File: src/rtl/peecc_run_controller_if.sv
// rtl/peecc_run_controller_if.sv - control/result bundle between run controller and PEECC data path
interface peecc_run_controller_if #(
    parameter int ERR_W = 11
);
    logic             start;
    logic             abort;
    logic             isequal;
    logic [4:0]       max_reg;
    logic [21:0]      sum_transitions;
    logic             en_gen_data;
    logic             en_enc;
    logic             en_bus;
    logic             en_trans_count;
    logic             en_dec;
    logic             en_k_comp;
    logic             done;
    logic             busy;
    logic             finished;
    logic             pass;
    logic [ERR_W-1:0] err_count;
    logic [4:0]       res_max_reg;
    logic [21:0]      res_sum;

    modport master (
        input  start, abort, isequal, max_reg, sum_transitions,
        output en_gen_data, en_enc, en_bus, en_trans_count, en_dec, en_k_comp,
        output done, busy, finished, pass, err_count, res_max_reg, res_sum
    );

    modport slave (
        output start, abort, isequal, max_reg, sum_transitions,
        input  en_gen_data, en_enc, en_bus, en_trans_count, en_dec, en_k_comp,
        input  done, busy, finished, pass, err_count, res_max_reg, res_sum
    );
endinterface

File: src/rtl/peecc_run_controller.sv
// rtl/peecc_run_controller.sv - sequences one PEECC measurement run and latches its results
module peecc_run_controller #(
    parameter int NUM_WORDS = 1024,
    parameter int CNT_W     = 11,
    parameter int ERR_W     = 11
) (
    input  logic                    clk,
    input  logic                    rst_n,
    peecc_run_controller_if.master  pi
);
    typedef enum logic [2:0] {
        IDLE    = 3'd0,
        RUN     = 3'd1,
        DONE_P  = 3'd2,
        CAPTURE = 3'd3,
        REPORT  = 3'd4
    } state_t;

    localparam logic [CNT_W-1:0] LAST_C = CNT_W'(NUM_WORDS + 4);
    localparam logic [CNT_W-1:0] WORDS  = CNT_W'(NUM_WORDS);

    state_t           state_q, state_d;
    logic [CNT_W-1:0] c_q;
    logic             start_q;
    logic             cmp_valid_q;
    logic [ERR_W-1:0] err_q;
    logic [4:0]       res_max_q;
    logic [21:0]      res_sum_q;
    logic [4:0]       en;
    logic             start_edge;
    logic             enter_run;

    assign start_edge = pi.start & ~start_q;
    assign enter_run  = ((state_q == IDLE) || (state_q == REPORT)) && start_edge;

    // c - s wraps to a large value when c < s, so one unsigned compare covers both bounds
    always_comb begin
        en = '0;
        for (int s = 0; s < 5; s++) begin
            en[s] = (state_q == RUN) && ((c_q - CNT_W'(s)) < WORDS);
        end
    end

    always_comb begin
        state_d = state_q;
        case (state_q)
            IDLE:    if (start_edge) state_d = RUN;
            RUN:     if (pi.abort) state_d = IDLE;
                     else if (c_q == LAST_C) state_d = DONE_P;
            DONE_P:  state_d = pi.abort ? IDLE : CAPTURE;
            CAPTURE: state_d = pi.abort ? IDLE : REPORT;
            REPORT:  if (start_edge) state_d = RUN;
            default: state_d = IDLE;
        endcase
    end

    always_ff @(posedge clk or negedge rst_n) begin
        if (!rst_n) begin
            state_q     <= IDLE;
            c_q         <= '0;
            start_q     <= 1'b0;
            cmp_valid_q <= 1'b0;
            err_q       <= '0;
            res_max_q   <= '0;
            res_sum_q   <= '0;
        end else begin
            state_q     <= state_d;
            start_q     <= pi.start;
            cmp_valid_q <= en[4];
            c_q         <= (state_q == RUN && state_d == RUN) ? c_q + 1'b1 : '0;
            if (enter_run) begin
                err_q <= '0;
            end else if (state_q == RUN && cmp_valid_q && !pi.isequal
                         && err_q != {ERR_W{1'b1}}) begin
                err_q <= err_q + 1'b1;
            end
            if (state_q == CAPTURE && !pi.abort) begin
                res_max_q <= pi.max_reg;
                res_sum_q <= pi.sum_transitions;
            end
        end
    end

    assign pi.en_gen_data    = en[0];
    assign pi.en_enc         = en[1];
    assign pi.en_bus         = en[2];
    assign pi.en_trans_count = en[2];
    assign pi.en_dec         = en[3];
    assign pi.en_k_comp      = en[4];
    assign pi.done           = (state_q == DONE_P);
    assign pi.busy           = (state_q == RUN) || (state_q == DONE_P) || (state_q == CAPTURE);
    assign pi.finished       = (state_q == REPORT);
    assign pi.pass           = (state_q == REPORT) && (err_q == '0);
    assign pi.err_count      = err_q;
    assign pi.res_max_reg    = res_max_q;
    assign pi.res_sum        = res_sum_q;
endmodule

File: src/flat_wrapper.sv
// flat-port wrapper written by rule: the top's interface ports become plain ports
module peecc_run_controller_flat 
#(
    parameter int NUM_WORDS = 1024,
    parameter int CNT_W     = 11,
    parameter int ERR_W     = 11
)
  (clk, rst_n, pi_start, pi_abort, pi_isequal, pi_max_reg, pi_sum_transitions, pi_en_gen_data, pi_en_enc, pi_en_bus, pi_en_trans_count, pi_en_dec, pi_en_k_comp, pi_done, pi_busy, pi_finished, pi_pass, pi_err_count, pi_res_max_reg, pi_res_sum);
  peecc_run_controller_if #(.ERR_W(ERR_W)) pi_i ();
  input  logic clk;
  input  logic rst_n;
  input wire logic [$bits(pi_i.start)-1:0] pi_start;
  input wire logic [$bits(pi_i.abort)-1:0] pi_abort;
  input wire logic [$bits(pi_i.isequal)-1:0] pi_isequal;
  input wire logic [$bits(pi_i.max_reg)-1:0] pi_max_reg;
  input wire logic [$bits(pi_i.sum_transitions)-1:0] pi_sum_transitions;
  output wire logic [$bits(pi_i.en_gen_data)-1:0] pi_en_gen_data;
  output wire logic [$bits(pi_i.en_enc)-1:0] pi_en_enc;
  output wire logic [$bits(pi_i.en_bus)-1:0] pi_en_bus;
  output wire logic [$bits(pi_i.en_trans_count)-1:0] pi_en_trans_count;
  output wire logic [$bits(pi_i.en_dec)-1:0] pi_en_dec;
  output wire logic [$bits(pi_i.en_k_comp)-1:0] pi_en_k_comp;
  output wire logic [$bits(pi_i.done)-1:0] pi_done;
  output wire logic [$bits(pi_i.busy)-1:0] pi_busy;
  output wire logic [$bits(pi_i.finished)-1:0] pi_finished;
  output wire logic [$bits(pi_i.pass)-1:0] pi_pass;
  output wire logic [$bits(pi_i.err_count)-1:0] pi_err_count;
  output wire logic [$bits(pi_i.res_max_reg)-1:0] pi_res_max_reg;
  output wire logic [$bits(pi_i.res_sum)-1:0] pi_res_sum;
  assign pi_i.start = pi_start;
  assign pi_i.abort = pi_abort;
  assign pi_i.isequal = pi_isequal;
  assign pi_i.max_reg = pi_max_reg;
  assign pi_i.sum_transitions = pi_sum_transitions;
  assign pi_en_gen_data = pi_i.en_gen_data;
  assign pi_en_enc = pi_i.en_enc;
  assign pi_en_bus = pi_i.en_bus;
  assign pi_en_trans_count = pi_i.en_trans_count;
  assign pi_en_dec = pi_i.en_dec;
  assign pi_en_k_comp = pi_i.en_k_comp;
  assign pi_done = pi_i.done;
  assign pi_busy = pi_i.busy;
  assign pi_finished = pi_i.finished;
  assign pi_pass = pi_i.pass;
  assign pi_err_count = pi_i.err_count;
  assign pi_res_max_reg = pi_i.res_max_reg;
  assign pi_res_sum = pi_i.res_sum;
  peecc_run_controller #(.NUM_WORDS(NUM_WORDS), .CNT_W(CNT_W), .ERR_W(ERR_W)) u_core (.clk(clk), .rst_n(rst_n), .pi(pi_i));
endmodule
File: config.mk
export PLATFORM = sky130hd
export DESIGN_NAME = peecc_run_controller_flat
export DESIGN_NICKNAME = d
export VERILOG_FILES = /design/src/rtl/peecc_run_controller_if.sv /design/src/rtl/peecc_run_controller.sv /design/src/flat_wrapper.sv
export SDC_FILE = /design/constraint.sdc
export NUM_CORES = 1
export LEC_CHECK = 0
export CAP_MARGIN = 10
export CORE_MARGIN = 1
export CORE_UTILIZATION = 46
export CTS_BUF_LIST = sky130_fd_sc_hd__clkbuf_4 sky130_fd_sc_hd__clkbuf_8 sky130_fd_sc_hd__clkbuf_16
export DETAILED_ROUTE_END_ITERATION = 10
export GPL_TIMING_DRIVEN = 0
export PLACE_DENSITY_LB_ADDON = 0.05
export RECOVER_POWER = 50
export SLEW_MARGIN = 40
export SYNTH_ARGS = -nofsm -noshare
export SYNTH_HDL_FRONTEND = slang
export SYNTH_SLANG_ARGS = --single-unit
File: constraint.sdc
create_clock -name clk -period 2.7 [get_ports clk]
set_input_delay 0.54 -clock clk [delete_from_list [all_inputs] [get_ports clk]]
set_output_delay 0.54 -clock clk [all_outputs]
set_load 0.1 [all_outputs]
=== After elaboration in Yosys (flattened, before gate mapping) ===
Index checks and enable logic that the tools add are counted.

* Add/subtract/negate cells: 6
* Multiply operators: 0
* Divide/modulo/power cells: 0
* Magnitude comparators: 5
* Eq/ne operators: 7
* Shifts and indexed selects: 0
* Multiplexer cells: 9
* Bitwise gates (word level): 2
* Reduce and logical (&&, ||, !) cells: 21

{| class="wikitable"
|+ Operators with widths
! cell !! count
|-
| $lt A11 B11 Y1 const B || 5
|-
| $mux W11 || 3
|-
| $add A11 B1 Y11 const B || 2
|-
| $sub A11 B2 Y11 const B || 2
|-
| $logic_and A1 B1 Y1 || 12
|-
| $mux W3 || 4
|-
| $pmux W3 S4 || 1
|-
| $eq A11 B11 Y1 const B || 1
|-
| $logic_not A11 Y1 || 1
|-
| $ne A11 B11 Y1 const B || 1
|-
| $sub A11 B1 Y11 const B || 1
|-
| $sub A11 B3 Y11 const B || 1
|-
| $eq A3 B1 Y1 const B || 2
|-
| $eq A3 B2 Y1 const B || 2
|-
| $eq A3 B3 Y1 const B || 1
|-
| $logic_not A3 Y1 || 1
|-
| $logic_or A1 B1 Y1 || 3
|-
| $logic_not A1 Y1 || 2
|-
| $mux W2 || 1
|-
| $reduce_bool A2 Y1 || 1
|-
| $reduce_or A2 Y1 || 1
|-
| $and A1 B1 Y1 || 1
|-
| $not A1 Y1 || 1
|}

* Register bits after elaboration: 54
* Bits in latches: 0
* Memory bits (writable): 0
* Memory bits (read-only): 0
* Input port bits: 32
* Output and inout port bits: 48
* Logic and storage cells: 57
* Memories kept: 0

=== Longest topological paths before layout ===
Gate-level depths: netlist (run 1).

* Depth after elaboration: 7
* Depth in mapped cells: 7
* Mapped depth without buffers: 6

=== Least setup slack after synthesis (run 1) ===
OpenSTA, ideal clock, no wires.

* Kind: reg-to-output
* From: reg u_core.err_q[2], in the netlist u_core.pi.err_count[2]
* To: out pi_pass
* Data arrival time: 3536 ps
* Required time: 2160 ps
* Setup slack: -1376 ps
* Stages on the path, launching flop included: 4
* Buffers on the path: 1
* Path through: dfrtp_1 buf_4 or4_1 nor3_1

* Cells in the longest elaborated chain, start to end: 2

{| class="wikitable"
|+ RTL lines
! item !! line !! RTL
|-
| from (decl) || peecc_run_controller.sv:26 || <nowiki>logic [ERR_W-1:0] err_q;</nowiki>
|-
| from (signal assigned) || peecc_run_controller.sv:75 || <nowiki>err_q <= err_q + 1'b1;</nowiki>
|-
| $logic_not A11 Y1 || peecc_run_controller.sv:93 || <nowiki>assign pi.pass = (state_q == REPORT) && (err_q == '0);</nowiki>
|-
| $logic_and A1 B1 Y1 || peecc_run_controller.sv:93 ||
|-
| to (decl) || flat_wrapper.sv:26 || <nowiki>output wire logic [$bits(pi_i.pass)-1:0] pi_pass;</nowiki>
|}

Every way passes these cells.

=== Worst setup path in the final report (run 1) ===
* From: reg u_core.c_q[9]
* To: out pi_en_trans_count

* Cells in the longest elaborated chain, start to end: 3

{| class="wikitable"
|+ RTL lines
! item !! line !! RTL
|-
| from (decl) || peecc_run_controller.sv:23 || <nowiki>logic [CNT_W-1:0] c_q;</nowiki>
|-
| from (signal assigned) || peecc_run_controller.sv:70 || <nowiki>c_q <= (state_q == RUN && state_d == RUN) ? c_q + 1'b1 : '0;</nowiki>
|-
| $sub A11 B2 Y11 || peecc_run_controller.sv:40 || <nowiki>en[s] = (state_q == RUN) && ((c_q - CNT_W'(s)) < WORDS);</nowiki>
|-
| $lt A11 B11 Y1 || peecc_run_controller.sv:40 ||
|-
| $logic_and A1 B1 Y1 || peecc_run_controller.sv:40 ||
|-
| to (decl) || flat_wrapper.sv:20 || <nowiki>output wire logic [$bits(pi_i.en_trans_count)-1:0] pi_en_trans_count;</nowiki>
|}

Every way passes these cells.

==> impl_table.tex, run 1 <==
\begin{tabular}{lr}
\hline
Metric & Value \\
\hline
\multicolumn{2}{l}{\textbf{Drt}} \\
Iteration-0 DRC Markers & 119 \\
Routed via count & 2024 \\
Sum of routed wire length over all layers & 5570 µm \\
Count of unresolved DRC violations after routing & 0 \\
Number of iterations in the first detailed-routing pass & 4 \\
Mean number of vias per cell & 5.312 \\
Routed WL per cell & 14.62 µm \\
Remaining antenna violation count & 0 \\
\multicolumn{2}{l}{\textbf{Place}} \\
Placer Congestion & 0.8096 \\
Post-DP HPWL & 3968 µm \\
Total placed instance area & 3232 µm² \\
Port buffer count & 79 \\
\multicolumn{2}{l}{\textbf{Die}} \\
DIE AREA & 5770 µm² \\
Die boundary width & 75.96 µm \\
IO Count & 80 \\
FP Rows & 26 \\
Initial core utilization & 0.4865 \\
Floorplan die height & 75.96 µm \\
Core area & 5172 µm² \\
\multicolumn{2}{l}{\textbf{Flow run}} \\
Number of max-cap violations & 0 \\
\multicolumn{2}{l}{\textbf{CTS}} \\
Clock transition at the registers of the reported paths & 0.09 ns \\
Clock buffers created by TritonCTS & 5 \\
Source-to-sink clock delay at the later pin of the worst-skew pair & 0.30 ns \\
Number of clock sinks & 54 \\
CTS H-tree lvls & 2 \\
Hold buffer count at cts & 0 \\
Root Buffer & clkbuf\_8 \\
CTS max path bufs & 2 \\
CTS tree & built \\
\multicolumn{2}{l}{\textbf{Logic synthesis}} \\
Most frequently used flop master after synthesis & dfrtp\_1 \\
Synth Net Count & 258 \\
Mean instance size in the synthesized netlist & 11.33 µm² \\
Number of standard cells after synthesis & 222 \\
Count of warnings emitted by yosys & 0 \\
Register area share after synthesis & 0.5370 \\
Share of async-settable or async-resettable flops after synthesis & 1.000 \\
Total standard cell area after synthesis & 2516 µm² \\
Distinct cells, synth & 40 \\
EDFF count, synth & 0 \\
Seq cells post-synth & 54 \\
\multicolumn{2}{l}{\textbf{Final layout}} \\
Largest register FFs & 22 \\
Design Area, Final & 3381 µm² \\
Fraction of layout instances using a drive strength above 1 & 0.2765 \\
Footprint of the multi-input gates & 1164 µm² \\
Area added between synthesis and finish & 34.36\% \\
Sequential standard cell area & 1351 µm² \\
Number of antenna diodes & 0 \\
Fill count & 425 \\
Layout net count & 347 \\
\multicolumn{2}{l}{\textbf{GRT}} \\
First-pass GRT wire length & 9639 µm \\
Antenna violations before repair & 0 \\
Global-route total usage across every layer & 0.2090 \\
Total overflow reported by the global router & 0 \\
Largest net degree at the start of global routing & 42 \\
Vias in the first global route & 2064 \\
\multicolumn{2}{l}{\textbf{STA}} \\
Relative slew slack & 0.2159 \\
Setup repair after global routing missed its margin & true \\
Final Skew & 0.002564 ns \\
Highest Clock Rate & 378.9 MHz \\
Period utilisation layout & 0.9776 \\
Setup-failing EPs final & 0 \\
Slew @ Worst Pin & 1.181 ns \\
Fin crit period & 2.639 ns \\
Count of final hold-check violations & 0 \\
Final number of max-transition violations & 0 \\
\multicolumn{2}{l}{\textbf{Power and ir drop}} \\
Power density cells & 521.5 nW/µm² \\
Peak supply drop & 0.3625 mV \\
Cell leakage power & 0.001482 µW \\
Total power draw & 1763 µW \\
\multicolumn{2}{l}{\textbf{Status}} \\
Status & finished, final reports clean \\
\multicolumn{2}{l}{\textbf{Critical path}} \\
Crit end category & primary output \\
Worst EP arrival & 2.10 ns \\
Required time at the endpoint of the critical path & 2.16 ns \\
CP Launch Type & flop \\
Maximum fanout encountered on the critical timing path & 4 \\
Classification of the worst setup path & flop to primary output \\
\multicolumn{2}{l}{\textbf{Worst hold path}} \\
Class of the worst hold path & input port to async pin \\
\hline
\end{tabular}
==> repair_timing <==
| item | 4_1_cts | 5_1_grt |
|---|---|---|
| buffers inserted | 2 | 1 |
| pin swaps | 0 | 2 |
| setup endpoints to repair | 5 | 5 |
| resized for setup | 9 | 5 |
==> cells in the mapped netlist (all sizes together) (5+ instances only) <==
cell type | n | area share
xor2 | 7 | 0.024
nor3 | 9 | 0.020
mux2 | 27 | 0.12
buf | 6 | 0.014
inv | 9 | 0.013
nor4 | 5 | 0.015
nand2 | 10 | 0.015
dfrtp | 54 | 0.54
nor2 | 22 | 0.033
or4 | 5 | 0.016
nand3 | 14 | 0.028
xnor2 | 5 | 0.017
nand4 | 5 | 0.012
==> layer usage <==
layer | vias up | share of wire | global-route usage
li1 | 981 | - | -
met1 | 970 | 0.44 | 0.2684
met2 | 69 | 0.47 | 0.3336
met3 | 4 | 0.078 | 0.06747
met4 | 0 | 0.0092 | 0.07115
met5 | - | 0 | 0
==> critical path, stage by stage (launching register included) <==
cell	delay, ns
dfrtp_1	0.41
or4_4	0.59
nor4_4	0.17
xor2_1	0.26
nor2_4	0.08
buf_12	0.13
buf_12	0.15
==> cells in the final DEF, fill, tap and decap left out, drive strengths merged, types with 2 or more instances in the layout <==
cell,n
o31ai,4
nand4b,2
nor2,22
or4,5
a21oi,2
xor2,7
dfrtp,54
nor4,5
nand2b,3
ha,4
clkdlybuf4s50,29
nor2b,2
nand4,5
nand3,14
mux2,27
o311ai,3
inv,9
xnor2,5
o21ai,4
o211ai,4
nor3,9
buf,36
clkbuf,30
nand2,10
or3,2
==> logic make-up (layout without fill, tap and decap cells) <==
group,after synthesis,count (layout),synth area share
buffers and inverters,18,107,0.03182
xor gates and xnor gates,12,12,0.04177
DFF,54,54,0.5370
muxes,28,28,0.1248
and+or+nand+nor,85,85,0.1825
adders and majority gates,4,4,0.01989
AOI/OAI and AO/OA,21,21,0.06217
==> path summary, 6_finish.rpt <==
kind / startpoint / end / slack (ns) / depth (start not counted)
worst max-delay path: u_core.c_q[9] / pi_en_trans_count / 0.06 / 6
worst min-delay path: rst_n / u_core.pi.err_count[5] / 0.25 / 1
worst max register to register: u_core.c_q[9] / u_core.c_q[9] / 0.77 / 5
worst min register to register: u_core.pi.res_sum[3] / u_core.pi.res_sum[3] / 0.51 / 1
max in group asynchronous: rst_n / u_core.pi.res_max_reg[0] / 1.00 / 2
min in group clk: u_core.pi.res_sum[3] / u_core.pi.res_sum[3] / 0.51 / 1
==> final cells by class <==
type,count,share of cell area
Sequential cell,54,0.3997
Multi-Input combinational cell,150,0.3442
Tap cell,70,0.02591
Timing Repair Buffer,83,0.1721
Inverter,9,0.009993
Buffer,8,0.01628
Clock inverter,2,0.01147
Clock buffer,5,0.02036
==> stage by stage <==
stage	hold slack, ns	utilization	TNS [ns]	cells	setup slack (ns)
global route	0.2891	0.6536	-0.02894	381	-0.01998
finish	0.2543	0.6536	0	381	0.06052
CTS	0.06877	0.6560	0	381	0.008890
global placement	0.4877	0.6667	-35.26	371	-0.6001
detailed placement	0.4044	0.6248	0	372	0.09961
floorplan	0.2444	-	-0.1513	222	-0.1513
==> report_power, final <==
part | internal, µW | switching, µW
logic | 83.6 | 287
clock network | 273 | 264
registers | 837 | 18.9
total | 1190 | 569
Power figures use the tool's default switching activity.
==> inputs of run 2 (changes only) <==
--- a/config.mk
+++ b/config.mk
@@ -13,7 +13,7 @@
 export GPL_TIMING_DRIVEN = 0
 export PLACE_DENSITY_LB_ADDON = 0.05
 export RECOVER_POWER = 50
-export SLEW_MARGIN = 40
+export SLEW_MARGIN = 10
 export SYNTH_ARGS = -nofsm -noshare
 export SYNTH_HDL_FRONTEND = slang
 export SYNTH_SLANG_ARGS = --single-unit
==> impl_table.tex, run 2 (synthesis results as in run 1) <==
\begin{tabular}{lr}
\hline
Metric & Value \\
\hline
\multicolumn{2}{l}{\textbf{GRT}} \\
Global-route total usage across every layer & 0.2101 \\
Largest net degree at the start of global routing & 33 \\
Vias in the first global route & 2019 \\
Antenna violations before repair & 0 \\
First-pass GRT wire length & 9784 µm \\
Total overflow reported by the global router & 0 \\
\multicolumn{2}{l}{\textbf{Power and ir drop}} \\
Peak supply drop & 0.3684 mV \\
Power share of the combinational group & 0.234 \\
Power density cells & 479.4 nW/µm² \\
Switching portion of total power & 0.3409 \\
Sequential share of power & 0.498 \\
Power dissipated by switching net loads & 587.0 µW \\
Clock share of power & 0.269 \\
Cell leakage power & 0.001510 µW \\
Total power draw & 1722 µW \\
Internal Pwr Total & 1135 µW \\
\multicolumn{2}{l}{\textbf{CTS}} \\
CTS tree & built \\
CTS H-tree lvls & 2 \\
CTS max path bufs & 2 \\
Root Buffer & clkbuf\_8 \\
Clock buffers created by TritonCTS & 5 \\
Source-to-sink clock delay at the later pin of the worst-skew pair & 0.31 ns \\
Clock transition at the registers of the reported paths & 0.10 ns \\
Number of clock sinks & 54 \\
\multicolumn{2}{l}{\textbf{Critical path}} \\
Category of cells accounting for the largest share of critical-path delay & simple AND/OR/NAND/NOR gates \\
Buffers plus inverters on the worst setup path & 2 \\
Worst R2R Path Depth & 4 \\
CP Launch Type & flop \\
Logic depth of the worst path, buffers included & 6 \\
Classification of the worst setup path & flop to primary output \\
Worst EP arrival & 2.10 ns \\
Crit end category & primary output \\
Required time at the endpoint of the critical path & 2.16 ns \\
Most frequent cell on the critical path & buf\_12 \\
Cells traversed along the worst timing path & or4\_4 -> nor4\_4 -> xor2\_1 -> nor2\_4 -> buf\_12 -> buf\_12 \\
Maximum fanout encountered on the critical timing path & 4 \\
CP max-delay cell & or4\_4 \\
Maximum single-stage delay on the critical path & 0.60 ns \\
\multicolumn{2}{l}{\textbf{Final layout}} \\
Commonest cells after routing, fill and taps aside & 67 x clkdlybuf4s50\_1, 54 x dfrtp\_1, 27 x mux2\_2 \\
Fraction of layout instances using a drive strength above 1 & 0.2154 \\
Layout net count & 346 \\
Number of antenna diodes & 0 \\
Design Area, Final & 3592 µm² \\
Largest register FFs & 22 \\
Area added between synthesis and finish & 42.76\% \\
Final core utilization & 0.6945 \\
Commonest non-fill, non-tap cell in the layout & clkdlybuf4s50\_1 \\
Fill count & 392 \\
\multicolumn{2}{l}{\textbf{Die}} \\
Die boundary width & 75.96 µm \\
FP Rows & 26 \\
DIE AREA & 5770 µm² \\
Floorplan die height & 75.96 µm \\
Core area & 5172 µm² \\
Initial core utilization & 0.4865 \\
IO Count & 80 \\
\multicolumn{2}{l}{\textbf{Drt}} \\
Max layer used & met4 \\
Remaining antenna violation count & 0 \\
Count of unresolved DRC violations after routing & 0 \\
Routed length on met1 & 2504 µm \\
Iteration-0 DRC Markers & 95 \\
Detailed-routed wire length on met3 & 474 µm \\
Number of iterations in the first detailed-routing pass & 4 \\
Routed WL per cell & 14.87 µm \\
Sum of routed wire length over all layers & 5667 µm \\
Mean number of vias per cell & 5.378 \\
Detailed route wirelength on metal2 & 2607 µm \\
Routed via count & 2049 \\
\multicolumn{2}{l}{\textbf{STA}} \\
Period utilisation layout & 0.9769 \\
Highest Clock Rate & 379.1 MHz \\
Slew @ Worst Pin & 1.223 ns \\
Sum of negative setup slack & 0 ns \\
Relative slew slack & 0.1849 \\
Count of final hold-check violations & 0 \\
Fin crit period & 2.638 ns \\
Final number of max-transition violations & 0 \\
Final Skew & 0.009199 ns \\
Least setup slack across all paths after layout & 0.06235 ns \\
Setup repair after global routing missed its margin & true \\
Setup-failing EPs final & 0 \\
\multicolumn{2}{l}{\textbf{Flow run}} \\
Number of max-cap violations & 0 \\
\multicolumn{2}{l}{\textbf{Place}} \\
Placer Congestion & 0.8096 \\
Pre-CTS worst setup slack & -0.6127 ns \\
Post-DP HPWL & 4052 µm \\
Port buffer count & 79 \\
Total placed instance area & 3463 µm² \\
\multicolumn{2}{l}{\textbf{Worst hold path}} \\
Class of the worst hold path & input port to async pin \\
\multicolumn{2}{l}{\textbf{Status}} \\
Status & finished, final reports clean \\
\hline
\end{tabular}
run 2: worst paths after layout:
path                                             from                     to  slack, ns
worst max register to register      u_core.state_q[0]   u_core.pi.res_sum[3]       0.65
max in group asynchronous                       rst_n          u_core.c_q[7]       0.85
min in group clk                u_core.pi.res_sum[12]  u_core.pi.res_sum[12]       0.51
worst min register to register  u_core.pi.res_sum[12]  u_core.pi.res_sum[12]       0.51
worst min-delay path                            rst_n     u_core.cmp_valid_q       0.46
worst max-delay path                    u_core.c_q[7]      pi_en_trans_count       0.06
run 2: power groups by stage:
stage | Clock [µW] | Combinational (µW) | Sequential (µW)
after floorplan | 0 | 85.3 | 1060
after global placement | 0 | 404 | 870
after detailed placement | 0 | 409 | 872
after CTS | 471 | 411 | 856
after global routing | 492 | 421 | 862
final | 462 | 403 | 857
run 2: final cells by class:
class,instances,area (µm²),area share
inverters,9,33.78,0.009404
well taps,70,87.58,0.02438
clock inverters,3,21.27,0.005921
multi-input cells,150,1164,0.3239
plain buffers,8,55.05,0.01533
repair buffers,82,810.8,0.2257
flip-flops and latches,54,1351,0.3762
clock buffers,5,68.82,0.01916
run 2: repair_timing:
action / in CTS / in global routing
gates resized for setup: 45 / 9
hold buffers: 0 / 0
endpoints found under the setup margin: 9 / 8
setup buffers: 0 / 2
pin swaps: 2 / 1
run 2: per-layer routing:
metal  vias up  GRT usage
met3         9    0.07831
met4         0    0.05769
met5         -          0
met2        77     0.3218
met1       985     0.2805
li1        978          -
run 2: metrics by stage:
step	instances	hold WS, ns
3_5_place_dp	372	0.4947
6_report	381	0.4555
3_3_place_gp	371	0.4877
5_1_grt	381	0.5353
4_1_cts	380	0.2201
2_1_floorplan	222	0.2444
==> inputs of run 3 (changes only) <==
==> constraint.sdc (replaced) <==
create_clock -name clk -period 2.5 [get_ports clk]
set_input_delay 0.5 -clock clk [delete_from_list [all_inputs] [get_ports clk]]
set_output_delay 0.5 -clock clk [all_outputs]
set_load 0.1 [all_outputs]
==> impl_table.tex, run 3 (synthesis results as in run 1) <==
\begin{tabular}{lr}
\hline
Metric & Value \\
\hline
\multicolumn{2}{l}{\textbf{Critical path}} \\
Classification of the worst setup path & flop to primary output \\
Slack of the worst reg-to-reg path & 0.45 ns \\
Most frequent cell on the critical path & buf\_12 \\
Endpoint of the worst register-to-register path & u\_core.c\_q[3] \\
Crit end category & primary output \\
Cells traversed along the worst timing path & or4\_4 -> nor4\_4 -> xor2\_2 -> nor2\_4 -> buf\_12 -> buf\_12 \\
Maximum single-stage delay on the critical path & 0.60 ns \\
Worst R2R Path Depth & 5 \\
Critical R2R Launch & u\_core.c\_q[6] \\
Worst EP arrival & 2.08 ns \\
CP max-delay cell & or4\_4 \\
Maximum fanout encountered on the critical timing path & 4 \\
CP Launch Type & flop \\
Required time at the endpoint of the critical path & 2.00 ns \\
\multicolumn{2}{l}{\textbf{STA}} \\
Final number of max-transition violations & 29 \\
Period utilisation layout & 1.033 \\
Setup repair after global routing missed its margin & true \\
Fin crit period & 2.582 ns \\
Setup-failing EPs final & 3 \\
Worst hold slack after final layout & 0.5152 ns \\
Final Skew & 0.006971 ns \\
Least setup slack across all paths after layout & -0.08235 ns \\
Count of final hold-check violations & 0 \\
Highest Clock Rate & 387.2 MHz \\
Slew @ Worst Pin & 1.509 ns \\
Relative slew slack & -0.005999 \\
\multicolumn{2}{l}{\textbf{Drt}} \\
Count of unresolved DRC violations after routing & 0 \\
Routed length on met1 & 2436 µm \\
Mean number of vias per cell & 5.393 \\
Detailed-routed wire length on met3 & 570 µm \\
Sum of routed wire length over all layers & 5718 µm \\
Detailed route wirelength on metal2 & 2687 µm \\
Iteration-0 DRC Markers & 110 \\
Routed WL per cell & 14.97 µm \\
Max layer used & met4 \\
Number of iterations in the first detailed-routing pass & 4 \\
Routed via count & 2060 \\
Remaining antenna violation count & 0 \\
\multicolumn{2}{l}{\textbf{Flow run}} \\
Number of max-cap violations & 1 \\
\multicolumn{2}{l}{\textbf{Power and ir drop}} \\
Power density cells & 514.6 nW/µm² \\
Cell leakage power & 0.001590 µW \\
Peak supply drop & 0.4695 mV \\
\multicolumn{2}{l}{\textbf{Place}} \\
Port buffer count & 79 \\
Placer Congestion & 0.8215 \\
Number of placed cells counting well taps & 372 \\
Post-DP HPWL & 4077 µm \\
Pre-CTS worst setup slack & -0.7532 ns \\
\multicolumn{2}{l}{\textbf{Final layout}} \\
Fraction of layout instances using a drive strength above 1 & 0.2244 \\
Number of antenna diodes & 0 \\
Layout net count & 347 \\
Area added between synthesis and finish & 44.85\% \\
Number of cells in the finished layout apart from fillers & 382 \\
Commonest cells after routing, fill and taps aside & 61 x clkdlybuf4s50\_1, 54 x dfrtp\_1, 27 x mux2\_2 \\
Commonest non-fill, non-tap cell in the layout & clkdlybuf4s50\_1 \\
Largest register FFs & 22 \\
\multicolumn{2}{l}{\textbf{GRT}} \\
Total overflow reported by the global router & 0 \\
Vias in the first global route & 2045 \\
First-pass GRT wire length & 9660 µm \\
Antenna violations before repair & 0 \\
Largest net degree at the start of global routing & 29 \\
Global-route total usage across every layer & 0.2098 \\
\multicolumn{2}{l}{\textbf{Die}} \\
Floorplan die height & 75.96 µm \\
IO Count & 80 \\
FP Rows & 26 \\
Die boundary width & 75.96 µm \\
Core area & 5172 µm² \\
Initial core utilization & 0.4865 \\
DIE AREA & 5770 µm² \\
\multicolumn{2}{l}{\textbf{CTS}} \\
CTS H-tree lvls & 2 \\
Number of clock sinks & 54 \\
Root Buffer & clkbuf\_8 \\
Clock buffers created by TritonCTS & 5 \\
Hold buffer count at cts & 0 \\
Clock transition at the registers of the reported paths & 0.11 ns \\
Source-to-sink clock delay at the later pin of the worst-skew pair & 0.31 ns \\
CTS max path bufs & 2 \\
CTS tree & built \\
\multicolumn{2}{l}{\textbf{Worst hold path}} \\
Worst hold path startpoint & u\_core.pi.res\_sum[1] \\
Number of instances on the worst hold path & 1 \\
Class of the worst hold path & flop to flop \\
Endpoint with the worst hold slack & u\_core.pi.res\_sum[1] \\
\multicolumn{2}{l}{\textbf{Status}} \\
Status & finished with violations \\
Failing checks & capacitance limit, slew limit, setup timing \\
\hline
\end{tabular}
==> run 3: critical path, delay by kind of cell, from the launching register on <==
family / cells / cell delay (ns)
xor+xnor: 1 / 0.13
flops: 1 / 0.39
simple gates: 3 / 0.98
buf+inv: 2 / 0.27
==> run 3: worst max path at each step <==
stage	from	end	slack, ns	depth (start not counted)
after floorplan	u_core.pi.err_count[2]	pi_pass	-0.31	3
after global placement	rst_n	u_core.pi.res_sum[3]	-0.76	1
after detailed placement	u_core.c_q[9]	pi_en_k_comp	-0.75	5
after CTS	u_core.c_q[6]	pi_en_trans_count	-0.10	6
after global routing	u_core.c_q[3]	pi_en_trans_count	-0.16	6
final	u_core.c_q[6]	pi_en_trans_count	-0.08	6
==> run 3: final cells by class <==
type	count	area, µm²
inverters	9	33.78
fillers	384	1528
plain buffers	8	53.80
clock buffers	5	68.82
repair buffers	83	840.8
clock inverters	3	25.02
flip-flops and latches	54	1351
well taps	70	87.58
multi-input cells	150	1184
==> run 3: power by group <==
part | leakage, µW | switching [µW] | internal, µW
combinational | 0.000826 | 313 | 125
sequential | 0.000720 | 21.0 | 904
clock | 0.0000447 | 309 | 203
==> run 3: timing repair <==
item | 4_1_cts | 5_1_grt
setup endpoints to repair | 11 | 10
buffers inserted | 3 | 0
gates cloned | 0 | 0
pin swaps | 2 | 0
resized for setup | 62 | 9
==> run 3: stage by stage <==
stage	total power [µW]	cell area [µm²]	TNS [ns]	utilization
detailed placement	1386	3480	-4.239	0.6727
floorplan	1234	2586	-0.3464	-
global route	1941	3645	-0.4443	0.7046
CTS	1895	3640	-0.2699	0.7037
global placement	1378	3465	-45.00	0.6698
finish	1875	3645	-0.1772	0.7046
==> run 3: layer usage <==
| metal | vias up | GRT usage |
|---|---|---|
| li1 | 972 | - |
| met1 | 1006 | 0.2700 |
| met2 | 80 | 0.3336 |
| met3 | 2 | 0.07590 |
| met4 | 0 | 0.05962 |
| met5 | - | 0 |
